File: src/rtl/seg7_scan_driver_if.sv
// Load handshake and display outputs of seg7_scan_driver.
// master = the side offering loads and watching the display; slave = the driver.
interface seg7_scan_driver_if;
  logic        load_valid;
  logic        load_ready;
  logic [39:0] symbols;
  logic [7:0]  blink_mask;
  logic [7:0]  an;
  logic [7:0]  digit;
  logic        frame_done;

  modport master (
    output load_valid, symbols, blink_mask,
    input  load_ready, an, digit, frame_done
  );

  modport slave (
    input  load_valid, symbols, blink_mask,
    output load_ready, an, digit, frame_done
  );
endinterface

File: src/rtl/seg7_scan_driver.sv
// Eight-digit multiplexed 7-segment scanner with double-buffered symbol loads.
// Blink support is compiled in only when SEG7_BLINK_EN is defined.
module seg7_scan_driver #(
  parameter int SCAN_DIV     = 100000,
  parameter int BLINK_FRAMES = 125
) (
  input logic              clock,
  input logic              reset,
  seg7_scan_driver_if.slave bus
);

  localparam int            CW   = (SCAN_DIV > 1) ? $clog2(SCAN_DIV) : 1;
  localparam logic [CW-1:0] LAST = CW'(SCAN_DIV - 1);

  logic [CW-1:0] cnt;
  logic [2:0]    idx;
  logic [39:0]   pend;
  logic [39:0]   active;
  logic          pend_full;
  logic          tc;
  logic          frame_end;
  logic          accept;
  logic [4:0]    code;
  logic [7:0]    glyph;
  logic          blank;

  function automatic logic [7:0] decode(input logic [4:0] c);
    logic [7:0] g;
    case (c)
      5'h00: g = 8'hC0;
      5'h01: g = 8'hF9;
      5'h02: g = 8'hA4;
      5'h03: g = 8'hB0;
      5'h04: g = 8'h99;
      5'h05: g = 8'h92;
      5'h06: g = 8'h82;
      5'h07: g = 8'hF8;
      5'h08: g = 8'h80;
      5'h09: g = 8'h90;
      5'h0A: g = 8'h88;
      5'h0B: g = 8'h83;
      5'h0C: g = 8'hC6;
      5'h0D: g = 8'hA1;
      5'h0E: g = 8'h86;
      5'h0F: g = 8'h8E;
      5'h11: g = 8'hBF;
      5'h12: g = 8'h8C;
      5'h13: g = 8'hE1;
      5'h14: g = 8'hA7;
      default: g = 8'hFF;
    endcase
    // Decimal point is never lit.
    return g | 8'h80;
  endfunction

  always_comb begin
    tc        = (cnt == LAST);
    frame_end = tc && (idx == 3'd7);
    accept    = bus.load_valid && !pend_full;
    code      = active[int'(idx) * 5 +: 5];
    glyph     = decode(code);
  end

  assign bus.load_ready = !pend_full;

  always_ff @(posedge clock or negedge reset) begin
    if (!reset) begin
      cnt            <= '0;
      idx            <= 3'd0;
      pend           <= '0;
      pend_full      <= 1'b0;
      active         <= {8{5'h10}};
      bus.an         <= 8'hFF;
      bus.digit      <= 8'hFF;
      bus.frame_done <= 1'b0;
    end else begin
      cnt <= tc ? '0 : cnt + 1'b1;
      if (tc) begin
        idx <= idx + 3'd1;
      end
      bus.frame_done <= frame_end;
      bus.an         <= ~(8'b1 << idx);
      bus.digit      <= blank ? 8'hFF : glyph;
      // A load can only be taken while pending is empty, so a load landing on
      // a boundary cycle is committed one frame later.
      if (accept) begin
        pend      <= bus.symbols;
        pend_full <= 1'b1;
      end else if (frame_end && pend_full) begin
        active    <= pend;
        pend_full <= 1'b0;
      end
    end
  end

`ifdef SEG7_BLINK_EN
  localparam logic [7:0] BLAST = 8'(BLINK_FRAMES - 1);

  logic [7:0] fcnt;
  logic       phase;

  always_ff @(posedge clock or negedge reset) begin
    if (!reset) begin
      fcnt  <= 8'd0;
      phase <= 1'b0;
    end else if (frame_end) begin
      if (fcnt == BLAST) begin
        fcnt  <= 8'd0;
        phase <= !phase;
      end else begin
        fcnt <= fcnt + 8'd1;
      end
    end
  end

  assign blank = phase && bus.blink_mask[idx];
`else
  logic unused_blink;
  assign unused_blink = ^bus.blink_mask;
  assign blank        = 1'b0;
`endif

endmodule

File: src/flat_wrapper.sv
// flat-port wrapper written by rule: the top's interface ports become plain ports
module seg7_scan_driver_flat 
#(
  parameter int SCAN_DIV     = 100000,
  parameter int BLINK_FRAMES = 125
)
  (clock, reset, bus_load_valid, bus_symbols, bus_blink_mask, bus_load_ready, bus_an, bus_digit, bus_frame_done);
  seg7_scan_driver_if bus_i ();
  input logic clock;
  input logic reset;
  input wire logic [$bits(bus_i.load_valid)-1:0] bus_load_valid;
  input wire logic [$bits(bus_i.symbols)-1:0] bus_symbols;
  input wire logic [$bits(bus_i.blink_mask)-1:0] bus_blink_mask;
  output wire logic [$bits(bus_i.load_ready)-1:0] bus_load_ready;
  output wire logic [$bits(bus_i.an)-1:0] bus_an;
  output wire logic [$bits(bus_i.digit)-1:0] bus_digit;
  output wire logic [$bits(bus_i.frame_done)-1:0] bus_frame_done;
  assign bus_i.load_valid = bus_load_valid;
  assign bus_i.symbols = bus_symbols;
  assign bus_i.blink_mask = bus_blink_mask;
  assign bus_load_ready = bus_i.load_ready;
  assign bus_an = bus_i.an;
  assign bus_digit = bus_i.digit;
  assign bus_frame_done = bus_i.frame_done;
  seg7_scan_driver #(.SCAN_DIV(SCAN_DIV), .BLINK_FRAMES(BLINK_FRAMES)) u_core (.clock(clock), .reset(reset), .bus(bus_i));
endmodule
File: config.mk
export PLATFORM = sky130hd
export DESIGN_NAME = seg7_scan_driver_flat
export DESIGN_NICKNAME = d
export VERILOG_FILES = /design/src/rtl/seg7_scan_driver_if.sv /design/src/rtl/seg7_scan_driver.sv /design/src/flat_wrapper.sv
export SDC_FILE = /design/constraint.sdc
export NUM_CORES = 1
export LEC_CHECK = 0
export BUFFER_PORTS_ARGS = -buffer_cell sky130_fd_sc_hd__buf_2
export CAP_MARGIN = 20
export CORE_MARGIN = 3
export CORE_UTILIZATION = 45
export DETAILED_ROUTE_END_ITERATION = 7
export PLACE_DENSITY = 0.75
export SLEW_MARGIN = 40
export SYNTH_ARGS = -nofsm -noshare
export SYNTH_HDL_FRONTEND = slang
export SYNTH_SLANG_ARGS = --single-unit
File: constraint.sdc
create_clock -name clock -period 4.8 [get_ports clock]
set_clock_uncertainty 0.2 [all_clocks]
set_input_delay 0.96 -clock clock [delete_from_list [all_inputs] [get_ports clock]]
set_output_delay 0.96 -clock clock [all_outputs]
set_load 0.03 [all_outputs]
==> impl_metrics.ini <==
[global_route]
grt_pass1_wl_mm = 15.8
antenna_found_initial = 0
grt_pass1_vias = 3152
grt_max_degree = 68
grt_overflow_total = 0
grt_use_total = 0.159

[sta]
rsz0062_at_grt = no
slew_headroom = 0.519
finalMaxSlewViolations = 0
period_needed_ns = 3.15
fmax_mhz = 317
final.setup.tns_ns = 0
period_share = 0.657
worstMarginPinSlew_ns = 0.701
setup_viol = 0
setup_ws_ns = 1.65
hold_viol = 0

[synthesis]
netlist_instances = 362
yosysWarningCount = 0
ys_ff_latch = 117
yosysSeqAreaShare = 0.578
ys.flop_type = dfrtp_1
avgSynthCellArea_sq_um = 14.1
yosysMostFrequentCell = dfrtp_1
ys_async_sr_fraction = 1.00
synth.distinct_cells = 45
ys_top_cells_by_area = dfrtp_1, dfstp_2, mux2_2, mux2_1, mux4_2
netlist.area_leader.share = 0.460
ys_top_cells_by_count = dfrtp_1, mux2_2, mux2_1
synth_top_area_cell = dfrtp_1
syn_nets = 426
synth_edf_count = 0
syn_area_sq_mm = 0.00511

[finish]
nets = 494
seq_area_sq_mm = 0.00296
num_antenna_cells = 0
drive_gt1_frac = 0.382
fill_cells = 889
multi_input_area_sq_mm = 0.00203
areaGrowthSynthToFinish_pct = 19.2

[floorplan]
core_area_sq_mm = 0.0110
pin_count = 69
dieArea_sq_mm = 0.0127
die_w_microns = 113
fp-row-count = 38
start_util = 0.465
die_h_microns = 113

[route]
drt_wl_total_mm = 9.44
vias = 3006
firstDrtPassIters = 4
ant_nets = 0
drc = 0
wl_per_cell_microns = 16.2
drt_iter0_drc = 128
avgViaCountPerCell = 5.16

[power]
total_power_uw = 2220
ir_worst_vdd_uv = 229
power_density_mw_per_mm2 = 364
p_leak_uw = 0.00287

[setup_path]
startpoint_type = register
r2r_start = u_core.idx[1]
worst_r2r_path_depth = 8
path_class = reg2reg
worstPathRequired_ns = 4.92
critical_path_arrival_ns = 3.27
r2r_end = u_core.bus.digit[5]
critPathCaptureType = register
crit_start = u_core.idx[1]
endpoint = u_core.bus.digit[5]
path_max_fanout = 8
reg2reg_slack_ns = 1.65

[placed_design]
portBuffers = 59
place.gp.congestion = 0.758
pre_cts_slack_ns = 1.62
dp_hpwl_mm = 6.35

[clock_tree]
post-cts-setup-buffer-count = 0
cts_tree = done
cts_buffer_depth = 2
h-tree-depth = 4
clkLatencyLatePin_ns = 0.40
cts-root-buf = clkbuf_16
cts-resized-gates = 0
clock-sinks = 117
clkTransAtPathRegs_ns = 0.05
holdBufCountCts = 0
cts_buffers = 17

[min_path]
hold_path_class = reg2reg

[run]
maxCapViolCount = 0

[status]
outcome = completed
stage by stage:
step,hold WS [ns],instance area (sq um),cells,utilization
floorplan,0.251,5110,362,-
global placement,0.266,5540,549,0.504
detailed placement,0.273,5580,551,0.508
CTS,0.284,6090,582,0.555
global route,0.302,6090,582,0.555
finish,0.285,6090,582,0.555
worst max-delay path: stages, from the launching register on:
cell,delay [ns]
dfrtp_1,0.61
buf_4,0.27
mux4_2,0.51
mux2i_1,0.43
inv_1,0.20
ha_1,0.29
mux2i_1,0.15
nor2b_1,0.06
o32a_1,0.34
cell usage in the layout (no fill, tap or decap), drive strengths merged, types with 13 or more instances in the layout:
cell type	instances
dfrtp	94
clkbuf	22
inv	13
nor2	16
ha	13
dfstp	23
buf	65
nand2	19
mux2	82
area by class of cell:
| class | instances | share of cell area |
|---|---|---|
| repair buffers | 65 | 0.0614 |
| well taps | 140 | 0.0287 |
| inverters | 13 | 0.00801 |
| clock inverters | 9 | 0.00944 |
| flip-flops and latches | 117 | 0.485 |
| clock buffers | 22 | 0.0745 |
| multi-input cells | 216 | 0.333 |
power breakdown:
group	switching, uW	leakage (uW)	internal [uW]	total [uW]
Clock	418	0.000249	665	1080
Combinational	35.6	0.00116	45.2	80.8
Sequential	24.4	0.00145	1030	1060
worst min-delay path by stage:
stage | cells after the start | slack [ns] | from | endpoint
final | 1 | 0.28 | u_core.active[33] | u_core.active[33]
after floorplan | 1 | 0.25 | u_core.cnt[14] | u_core.cnt[14]
after detailed placement | 1 | 0.27 | u_core.pend[7] | u_core.active[7]
after global placement | 1 | 0.27 | u_core.pend[2] | u_core.active[2]
after global routing | 1 | 0.30 | u_core.pend[7] | u_core.active[7]
after CTS | 1 | 0.28 | u_core.pend[7] | u_core.active[7]
per-layer routing:
metal,part of all wire,up-vias,GRT usage
met5,0,-,0
met4,0.011,0,0.0617
met3,0.037,10,0.0415
met2,0.50,54,0.261
met1,0.45,1530,0.202
li1,-,1412,-
flip-flops by register name, summed over array words and instances, names as in the netlist:
| register | flops |
|---|---|
| u_core.bus.an | 8 |
| u_core.cnt | 17 |
| u_core.bus.frame_done | 1 |
| u_core.active | 40 |
| u_core.idx | 3 |
| u_core.pend | 40 |
| u_core.bus.digit | 7 |
| u_core.pend_full | 1 |
cell families (layout without fill, tap and decap cells):
group,count (synthesis),after routing,synth area share
AOI/OAI and AO/OA,22,22,0.0294
and+or+nand+nor,62,62,0.0570
DFF,117,117,0.578
adders and majority gates,13,13,0.0318
buffers and inverters,29,109,0.0274
other,1,1,0.000734
muxes,101,101,0.246
xor gates and xnor gates,17,17,0.0291
No activity file was read; power rests on OpenSTA's default activity.
